### config.mk
export PLATFORM = sky130hd
export DESIGN_NAME = fifo_write_arbiter
export DESIGN_NICKNAME = d
export VERILOG_FILES = /design/src/rtl/fifo_write_arbiter_pkg.sv /design/src/rtl/fifo_write_arbiter_rr_pick.sv /design/src/rtl/fifo_write_arbiter.sv
export SDC_FILE = /design/constraint.sdc
export NUM_CORES = 1
export LEC_CHECK = 0
export CORE_UTILIZATION = 42
export DETAILED_ROUTE_END_ITERATION = 12
export PLACE_DENSITY = 0.84
export SYNTH_ARGS = -nofsm -noshare
export SYNTH_HDL_FRONTEND = slang
export SYNTH_SLANG_ARGS = --single-unit
export TNS_END_PERCENT = 100
### constraint.sdc
create_clock -name clock -period 4.3 [get_ports clock]
set_input_delay 0.43 -clock clock [delete_from_list [all_inputs] [get_ports clock]]
set_output_delay 0.43 -clock clock [all_outputs]
set_load 0.02 [all_outputs]
### src/rtl/fifo_write_arbiter_pkg.sv
// Shared types and default sizing for the FIFO write-port arbiter.
package fifo_arb_pkg;

   typedef enum logic {
      IDLE  = 1'b0,
      GRANT = 1'b1
   } arb_state_t;

   localparam int DEF_N_REQ      = 4;
   localparam int DEF_DATA_WIDTH = 8;
   localparam int DEF_MAX_BURST  = 4;

endpackage

### src/rtl/fifo_write_arbiter_rr_pick.sv
// Round-robin selector: first asserted request scanning upward from the
// requester after last_i, wrapping modulo N_REQ. Purely combinational.
module rr_pick
   import fifo_arb_pkg::*;
#(
   parameter int N_REQ = DEF_N_REQ,
   parameter int IDX_W = $clog2(N_REQ)
) (
   input  logic [N_REQ-1:0] req_i,
   input  logic [IDX_W-1:0] last_i,
   output logic [N_REQ-1:0] pick_o,
   output logic [IDX_W-1:0] idx_o
);

   logic             found;
   logic [IDX_W-1:0] cand;

   // Walk candidates in priority order; the first hit wins.
   always_comb begin
      pick_o = '0;
      idx_o  = '0;
      found  = 1'b0;
      cand   = '0;
      for (int off = 1; off <= N_REQ; off++) begin
         cand = IDX_W'((int'(last_i) + off) % N_REQ);
         if (!found && req_i[cand]) begin
            found        = 1'b1;
            pick_o[cand] = 1'b1;
            idx_o        = cand;
         end
      end
   end

endmodule

### src/rtl/fifo_write_arbiter.sv
// Round-robin arbiter sharing one FIFO write port among N_REQ producers.
// One owner at a time, bounded bursts, stalls on full, per-beat acks.
module fifo_write_arbiter
   import fifo_arb_pkg::*;
#(
   parameter int N_REQ      = DEF_N_REQ,
   parameter int DATA_WIDTH = DEF_DATA_WIDTH,
   parameter int MAX_BURST  = DEF_MAX_BURST
) (
   input  logic                        clock,
   input  logic                        reset,
   input  logic [N_REQ-1:0]            req,
   input  logic [N_REQ*DATA_WIDTH-1:0] req_data,
   input  logic                        full,
   output logic [N_REQ-1:0]            grant,
   output logic [N_REQ-1:0]            req_ack,
   output logic                        w_enable,
   output logic [DATA_WIDTH-1:0]       write_data,
   output logic                        busy
);

   localparam int IDX_W = $clog2(N_REQ);
   localparam int CNT_W = $clog2(MAX_BURST + 1);
   localparam logic [CNT_W-1:0] CNT_LAST = CNT_W'(MAX_BURST - 1);
   localparam logic [IDX_W-1:0] IDX_LAST = IDX_W'(N_REQ - 1);

   arb_state_t            state_q;
   logic [N_REQ-1:0]      grant_q;
   logic [CNT_W-1:0]      beat_cnt_q;
   logic [CNT_W-1:0]      beat_cnt_d;
   logic [IDX_W-1:0]      last_q;

   logic [N_REQ-1:0]      pick;
   logic [IDX_W-1:0]      pick_idx;
   logic                  owner_req;
   logic                  beat;
   logic [DATA_WIDTH-1:0] wdata_mux;

   rr_pick #(
      .N_REQ (N_REQ),
      .IDX_W (IDX_W)
   ) u_pick (
      .req_i  (req),
      .last_i (last_q),
      .pick_o (pick),
      .idx_o  (pick_idx)
   );

   assign grant = grant_q;
   assign busy  = (state_q == GRANT);

   // Write-side outputs decoded from the registered grant; grant_q is zero
   // in IDLE, so the mux and the owner's request both collapse to zero there.
   always_comb begin
      owner_req = |(req & grant_q);
      wdata_mux = '0;
      for (int i = 0; i < N_REQ; i++) begin
         if (grant_q[IDX_W'(i)]) begin
            wdata_mux = req_data[i*DATA_WIDTH +: DATA_WIDTH];
         end
      end
      beat       = busy && owner_req && !full && !reset;
      beat_cnt_d = beat_cnt_q + 1'b1;
      w_enable   = beat;
      req_ack    = beat ? grant_q : '0;
      write_data = busy ? wdata_mux : '0;
   end

   // Arbitration FSM: pick in IDLE, hold the owner through its burst, release
   // on request drop or on the capping beat.
   always_ff @(posedge clock) begin
      if (reset) begin
         state_q    <= IDLE;
         grant_q    <= '0;
         beat_cnt_q <= '0;
         last_q     <= IDX_LAST;
      end else begin
         case (state_q)
            IDLE: begin
               if (|req) begin
                  state_q    <= GRANT;
                  grant_q    <= pick;
                  last_q     <= pick_idx;
                  beat_cnt_q <= '0;
               end
            end
            GRANT: begin
               if (!owner_req) begin
                  state_q    <= IDLE;
                  grant_q    <= '0;
                  beat_cnt_q <= '0;
               end else if (beat) begin
                  if (beat_cnt_q == CNT_LAST) begin
                     state_q    <= IDLE;
                     grant_q    <= '0;
                     beat_cnt_q <= '0;
                  end else begin
                     beat_cnt_q <= beat_cnt_d;
                  end
               end
            end
            default: begin
               state_q <= IDLE;
               grant_q <= '0;
            end
         endcase
      end
   end

endmodule

==> metrics.md <==
| Metric | Value |
|---|---|
| Async set-reset flop share out of synthesis | 0 |
| Routed WL | 2736 um |
| Global route total overflow | 0 |
| Power per cell area | 487.2 nW/um^2 |
| Ys Warns | 0 |
| Setup Buffers After CTS | 0 |
| Final Cycle Share | 0.6824 |
| Initial drt markers | 27 |
| Post-cts sizing count | 0 |
| FF+latch count, synth | 10 |
| Fin. Hold Viols | 0 |
| Top cells by area, synth | dfxtp_1 19%, ha_1 11%, mux4_2 8.5% |
| Worst EP arrival | 2.50 ns |
| Yosys cell types | 35 |
| Worst setup SP type | primary input |
| Min Hold Slack | 0.4830 ns |
| Hold buffer count at cts | 0 |
| Cells after Synth | 122 |
| Total track usage | 0.2186 |
| FP Rows | 17 |
| Number of I/O port buffers | 40 |
| Gpl congestion | 0.8539 |
| Worst slew pin tran | 0.5595 ns |
| Overall Power | 718.1 uW |
| Post-DR vias/cell | 6.005 |
| Synthesized area | 1060 sq um |
| Cell Chain, Critical Path | clkdlybuf4s50_1, a22o_1, o21a_1, and3_1, and2_1, clkdlybuf4s50_1 |
| Chip height | 52.23 um |
| Hold WC Path Type | flip-flop to flip-flop |
| Max Buffers Root-to-Sink | 2 |
| CP delay by family, top | buffers and inverters |
| First-pass GRT wire length | 4471 um |
| Critical setup path kind | primary input to primary output |
| Leakage | 0.5681 nW |
| Most used DFF post-synth | dfxtp_1 |
| Nets | 208 |
| Buf/Inv on CP | 2 |
| Final ANT Viol Nets | 0 |
| Largest net degree at the start of global routing | 17 |
| Status | finished clean |
| DR DRC count | 0 |
| Minimum clock period | 2.934 ns |
| Chip Width | 52.23 um |
| Cell taking the most area after synthesis | dfxtp_1 |
| TNS Setup | 0 ns |
| Hpwl dp | 2125 um |
| Cell Count, Final, Fillers Out | 186 |
| Peak VDD IR | 368.1 uV |
| Unrepaired setup endpoints after global routing | false |
| CP max stage cell | clkdlybuf4s50_1 |
| Sink Count | 10 |
| Vias in the first global route | 988 |
| Number of synthesized flops with an enable pin | 0 |
| Die ar. | 2728 sq um |
| Pins Over Slew Limit | 0 |
| Antenna violations before repair | 0 |
| Wire per inst | 14.71 um |
| Syn nets | 170 |
| Yosys top cell area share | 0.1889 |
| Setup Viol. Count Final | 0 |
| Clock Latency Late Sink | 0.26 ns |
| CP Capture Type | primary output |
| Initial core utilization | 0.4613 |
| Post-synthesis sequential area ratio | 0.1889 |
| Util after Layout | 0.6416 |
| Diode count | 0 |
| Critical path required time | 3.87 ns |
| Root Driver | clkbuf_4 |
| H-tree levels | 1 |
| CTS Buf Count | 3 |
| Slew HR | 0.6262 |
| CTS tree | built |
| Core outline area | 2297 sq um |
| Filler Cell Count | 195 |
| Dpl cells | 183 |
| CP peak stage delay | 0.65 ns |
| Layout cells sized above 1 | 0.06962 |
| Most frequent CP cell | clkdlybuf4s50_1 |
| TritonRoute pass-1 iters | 4 |
| Worst-path maximum fanout | 9 |
| CTS clock-pin slew for the worst setup and hold paths | 0.06 ns |
| Area growth syn-to-layout | 39.08% |
| Highest clock rate | 340.8 MHz |
| Ports | 57 |
| Avg Cell Area, Syn | 8.687 sq um |
| Max_cap viols | 0 |
| Via count | 1117 |
| Max Clock Skew | 0.007447 ns |
==> synthesized netlist by cell type (2+ instances only) <==
master     n
a22o_1     6
and2_1     4
nor2b_1   12
o21ai_0    3
o311ai_1   2
buf_6      2
o311ai_0   2
o211a_1    2
nand3b_1   5
nand2b_1   2
mux4_2     4
ha_1       9
a221o_1    4
inv_1      8
buf_2      2
a21oi_1   11
nand2_1    7
dfxtp_1   10
and3_1     2
clkbuf_1   3
a22oi_1    8
==> layout by cell type (no fill, tap or decap), drive strengths merged <==
master | synthesis | routed
o21a | 1 | 1
nand3 | 1 | 1
mux4 | 4 | 4
o21ai | 3 | 3
or3 | 1 | 1
o221ai | 1 | 1
nor3 | 2 | 2
o311ai | 4 | 4
o31ai | 1 | 1
ha | 9 | 9
a22o | 6 | 6
nand3b | 5 | 5
inv | 8 | 8
nand2b | 2 | 2
nor4 | 1 | 1
dfxtp | 10 | 10
a221o | 4 | 4
a22oi | 8 | 8
clkdlybuf4s50 | 0 | 40
and2 | 4 | 4
nor2 | 1 | 1
clkbuf | 3 | 3
mux2 | 1 | 1
or2 | 2 | 2
nor4b | 1 | 1
and3 | 2 | 2
nand2 | 7 | 7
o211a | 2 | 2
a21oi | 11 | 11
nor2b | 12 | 12
a221oi | 1 | 1
==> where the power goes <==
group | switching [mW] | internal (mW)
Clock | 0.0286 | 0.0322
Sequential | 0.0597 | 0.117
Combinational | 0.245 | 0.236
Total | 0.333 | 0.385
==> flip-flops by register name (all words and copies together) (netlist names) <==
| signal | flops |
|---|---|
| grant | 4 |
| busy | 1 |
| beat_cnt_q | 3 |
| last_q | 2 |
==> cells by family (layout without fill, tap and decap cells) <==
group,Yosys count,after routing,synth area share
AO/OA/AOI/OAI,42,42,0.2928
flip-flops,10,10,0.1889
AND/OR/NAND/NOR,41,41,0.2468
adder cells (fa/ha/maj),9,9,0.1063
buffers and inverters,15,51,0.06966
multiplexers,5,5,0.09563
==> path summary, 6_finish.rpt <==
check                      from       endpoint  slack (ns)  cells after the start
setup / recovery         req[3]     req_ack[3]        1.37                      6
hold / removal    beat_cnt_q[2]  beat_cnt_q[2]        0.48                      2
hold reg to reg   beat_cnt_q[2]  beat_cnt_q[2]        0.48                      2
setup reg to reg      last_q[0]       grant[2]        1.62                      5
==> tightest hold or removal path, cell delays in order (launching register included) <==
cell,delay (ns)
dfxtp_1,0.31
inv_1,0.07
nor3_1,0.05
==> stage by stage <==
step                cell area, sq um  setup WS (ns)
detailed placement              1451          1.385
floorplan                       1060          2.022
global placement                1451          1.435
global route                    1474          1.242
CTS                             1474          1.385
finish                          1474          1.366
==> per-layer routing <==
metal	routed length (um)	up-vias	share of wire	GRT usage
li1	-	540	-	-
met1	1144	514	0.42	0.2447
met5	0	-	0	0
met2	1258	57	0.46	0.3910
met3	272	6	0.099	0.04348
met4	62	0	0.023	0.1053
==> final cells by class <==
type	instances	area, sq um	area share
multi-input cells	97	785.8	0.5331
repair buffers	40	400.4	0.2716
flip-flops and latches	10	200.2	0.1358
well taps	28	35.03	0.02377
inverters	8	30.03	0.02037
clock buffers	3	22.52	0.01528
(Power assumes the default switching activity.)
==> RTL edit 1: new RTL, same settings <==
Make the reset (`reset`) asynchronous in one clocked block.
--- a/src/rtl/fifo_write_arbiter.sv
+++ b/src/rtl/fifo_write_arbiter.sv
@@ -70,3 +70,3 @@
    // on request drop or on the capping beat.
-   always_ff @(posedge clock) begin
+   always_ff @(posedge clock or posedge reset) begin
       if (reset) begin
Check against the original RTL: differs if reset is asserted again (counterexample within 4 cycles, from zero or initial values and one cycle with reset high); with reset held inactive, the same outputs for 10 cycles.
==> RTL edit 1 against the original RTL <==
  * Area after synthesis is 2.4% higher
  * First-iteration DRC count up 7.4%
  * Sequential share of layout area up 3.4 points
  * Final area increased by 0.68%
  * Power increased by 8.8%
  * Worst setup slack got worse by 260 ps
  * Wire length increased by 6.2%
  * Sequential cell count unchanged
  * Critical path depth did not move
==> RTL edit 1: results (changes against the original RTL) <==
metric	value	unit	change
most frequent cells after synthesis	a22oi_1 (13), ha_1 (9), nor2b_1 (9), dfrtp_1 (8)		
M1 wire length	1178	um	+3.0%
layout cell share with drive strength beyond 1	0.07792		+0.008302
CP Launch Point	req[1]		
Peak VDD IR	0.0003273	V	-11%
gr usage total	0.2278		+0.009269
PortBufs	40		unchanged
Synth area leaders	dfrtp_1 (18%), ha_1 (10%), a22oi_1 (9.0%), nor2b_1 (5.2%), dfstp_2 (4.8%)		
worst r2r src	last_q[0]		
class of the worst hold path	input port to asynchronous set/reset pin		
synth unique cells	41		+17%
Slowest-stage cell, CP	clkdlybuf4s50_1		
largest net degree at the start of global routing	16		-1
Worst path max stage delay	670	ps	+20 ps
met3 WL	197	um	-28%
Async S/R FF share, synth	1.000		+1.000
reg2reg setup slack	1690	ps	+70 ps
DPL Wire Length	2250	um	+5.9%
syn nets	169		-0.59%
post-CTS setup buffer count	0		unchanged
P_leak	0.5720	nW	+0.69%
DRT Pass-1 Iters	4		unchanged
Critical Path AT	2770	ps	+270 ps
Synth Instances	121		-0.82%
FF-to-FF End	last_q[1]		
pre-CTS setup slack	1152	ps	-233.0 ps
sequential share of the synthesized area	0.2330		+0.04409
Via Count	1078		-3.5%
initial antenna violation count	0		unchanged
final net count	203		-2.4%
ant diodes	0		unchanged
root buffer cell	clkbuf_4		
drt first-iter violations	29		+7.4%
Fillers	210		+7.7%
met1 GRT Util	0.2439		-0.0008212
routing usage on met3	0.02029		-0.02319
final WL	2905	um	+6.2%
fin crit period	3196	ps	+261.2 ps
clk_skew	5.941	ps	-1.506 ps
CTS buffer count	3		unchanged
maximum buffer depth of the clock tree	2		unchanged
global-route wire length before repair	4636	um	+3.7%
Global Route met2 Usage	0.4219		+0.03092
Finished Layout Cells	184		-1.1%
routed wl met2	1458	um	+16%
crit path to	req_ack[1]		
Slew @ Worst Pin	539.0	ps	-20.46 ps
top layer reached by signal wires	met4		
R2R cell count	6		+1
CP Max Fanout	10		+1
status	complete, no violations		
global placer's final weighted congestion	0.8452		-1.0%
vias in the first global route	1028		+4.0%
[RTL edit 1: report_power, final]
group | total, mW | internal [mW] | switching [mW]
registers | 0.197 | 0.129 | 0.0687
logic | 0.497 | 0.244 | 0.253
clock network | 0.0872 | 0.0515 | 0.0357
total | 0.781 | 0.424 | 0.357
[RTL edit 1: worst max-delay path, delay by kind of cell]
kind                   cells  cell delay [ps]
buffers and inverters      2             1270
and+or+nand+nor            2              680
AOI/OAI and AO/OA          2              370
[RTL edit 1: kinds of logic after synthesis]
group | count (synthesis) | share of synthesized area
buf+inv | 14 | 0.07957
mux | 7 | 0.08996
fa+ha+maj | 9 | 0.1038
compound gates | 38 | 0.2526
simple gates | 42 | 0.2330
xor+xnor | 1 | 0.008075
flops | 10 | 0.2330
[RTL edit 1: metrics by stage]
stage / hold slack [ps] / area (um^2)
after floorplan: 268.7 / 1085
after global placement: 494.0 / 1448
after detailed placement: 521.8 / 1448
after CTS: 513.2 / 1484
after global routing: 556.1 / 1484
final: 505.5 / 1484
[RTL edit 1: worst min-delay path by stage]
stage / depth (start not counted) / to
2_1_floorplan: 1 / beat_cnt_q[0]
3_3_place_gp: 1 / beat_cnt_q[1]
3_5_place_dp: 1 / beat_cnt_q[1]
4_1_cts: 2 / beat_cnt_q[0]
5_1_grt: 2 / beat_cnt_q[0]
6_report: 2 / beat_cnt_q[0]
[RTL edit 1: layout make-up]
cell class                      instances  area share
Multi-Input combinational cell         97      0.5025
Tap cell                               30     0.02530
Inverter                                3    0.007589
Sequential cell                        10      0.1703
Clock buffer                            4     0.02445
Timing Repair Buffer                   40      0.2698
==> RTL edit 2: new RTL, same flow settings <==
Made on the original files. Set the package constant `DEF_MAX_BURST` to 2 (it was 4).
--- a/src/rtl/fifo_write_arbiter_pkg.sv
+++ b/src/rtl/fifo_write_arbiter_pkg.sv
@@ -10,3 +10,3 @@
    localparam int DEF_DATA_WIDTH = 8;
-   localparam int DEF_MAX_BURST  = 4;
+   localparam int DEF_MAX_BURST  = 2;
 
Function: changed (a bounded check fails within 4 cycles, from zero or initial values and one cycle with reset high).
==> RTL edit 2 against the original RTL <==
  * Area after synthesis down 8.5%
  * Final cell count down 2.2%
  * Worst setup slack worse by 180 ps
  * Sequential cell count down 1
  * Global-route usage about the same
  * Power down 6.4%
  * Wire length down 2.2%
  * Clock power up 20%
  * Non-clock buffer count unchanged
  * Synthesized cell count down 4.9%
  * Final area down 5.4%
  * Worst hold slack worse by 16 ps
==> RTL edit 2: results (changes against the original RTL) <==
metric	value	unit	change
status	complete, no violations		
ant diodes	0		unchanged
# setup viols final	0		unchanged
final WL	2676	um	-2.2%
CTS buffer count	3		unchanged
global placer's final weighted congestion	0.8462		-0.90%
Async S/R FF share, synth	0		unchanged
final net count	202		-2.9%
gr usage total	0.2185		about the same
Slowest-stage cell, CP	clkdlybuf4s50_1		
clk_skew	1.038	ps	-6.409 ps
DRT Pass-1 Iters	4		unchanged
Slew @ Worst Pin	599.5	ps	+40.02 ps
top-area cell type share of the netlist area	0.1858		-0.003096
synth unique cells	29		-17%
CTS H-tree lvls	1		unchanged
Synth area leaders	dfxtp_1 (19%), ha_1 (10%), nor2b_1 (6.5%), a22oi_1 (6.2%), a21oi_1 (5.7%)		
post-CTS setup buffer count	0		unchanged
maximum buffer depth of the clock tree	2		unchanged
Fillers	198		+1.5%
sequential share of the synthesized area	0.1858		-0.003096
yosys warns	0		unchanged
global-route wire length before repair	4119	um	-7.9%
most frequent cells after synthesis	a21oi_1 (11), nor2b_1 (10), dfxtp_1 (9)		
P_leak	0.5209	nW	-8.3%
drt first-iter violations	23		-15%
post-cts sizing count	0		unchanged
class of the worst hold path	register to register		
clock slew seen by the registers of the worst setup and hold paths	70	ps	
vias in the first global route	935		-5.4%
PortBufs	40		unchanged
max reg flops	4		unchanged
root buffer cell	clkbuf_4		
Worst path max stage delay	550	ps	-100 ps
largest net degree at the start of global routing	14		-3
post-synthesis register bit count	9		-1
syn nets	163		-4.1%
Via Count	1039		-7.0%
Area after DPL	1366	um^2	-5.9%
Critical Path AT	2680	ps	+180 ps
initial antenna violation count	0		unchanged
DPL Wire Length	2022	um	-4.9%
CP Max Fanout	8		-1
Synth Instances	116		-4.9%
layout cell share with drive strength beyond 1	0.08442		+0.01480
Max Cap Viol	0		unchanged
Finished Layout Cells	182		-2.2%
ys flop type	dfxtp_1		
Peak VDD IR	0.0003607	V	-2.0%
Clk Latency, worst-skew pair	280	ps	+20 ps
## RTL edit 2: critical path, delay by kind of cell
family,cells,cell delay [ps]
AOI/OAI and AO/OA,2,760
buffers and inverters,2,1090
and+or+nand+nor,2,390
## RTL edit 2: worst paths after layout
check | startpoint | to | slack (ps) | cells after the start
min reg2reg | beat_cnt_q[1] | beat_cnt_q[1] | 470 | 2
max reg2reg | last_q[0] | grant[2] | 1700 | 7
max | req[3] | req_ack[2] | 1190 | 6
min | beat_cnt_q[1] | beat_cnt_q[1] | 470 | 2
## RTL edit 2: layout make-up
| type | count | area [um^2] | share of cell area |
|---|---|---|---|
| clock buffers | 3 | 22.52 | 0.01616 |
| repair buffers | 40 | 400.4 | 0.2873 |
| well taps | 28 | 35.03 | 0.02513 |
| clock inverters | 1 | 5.005 | 0.003591 |
| inverters | 5 | 18.77 | 0.01346 |
| flip-flops and latches | 9 | 180.2 | 0.1293 |
| multi-input cells | 96 | 732.0 | 0.5251 |
## RTL edit 2: logic make-up after synthesis
logic type | synth area share
muxes | 0.1419
and+or+nand+nor | 0.2477
buffers and inverters | 0.05935
AOI/OAI and AO/OA | 0.2620
DFF | 0.1858
adders and majority gates | 0.1032
## RTL edit 2: power by group
part | internal, mW | switching (mW) | total (mW)
Clock | 0.0346 | 0.0386 | 0.0732
Combinational | 0.218 | 0.222 | 0.441
Sequential | 0.106 | 0.0527 | 0.159
Total | 0.359 | 0.314 | 0.672
## RTL edit 2: stage by stage
stage | utilization | worst slack (ps)
floorplan | - | 2111
global placement | 0.6236 | 1251
detailed placement | 0.6236 | 1204
CTS | 0.6362 | 1202
global route | 0.6362 | 1036
finish | 0.6362 | 1190
## RTL edit 2: per-layer routing
metal | global-route usage | wire length, um | part of all wire
met1 | 0.2152 | 1052 | 0.39
met2 | 0.3911 | 1291 | 0.48
met3 | 0.07407 | 263 | 0.098
met4 | 0.1238 | 68 | 0.025
met5 | 0 | 0 | 0
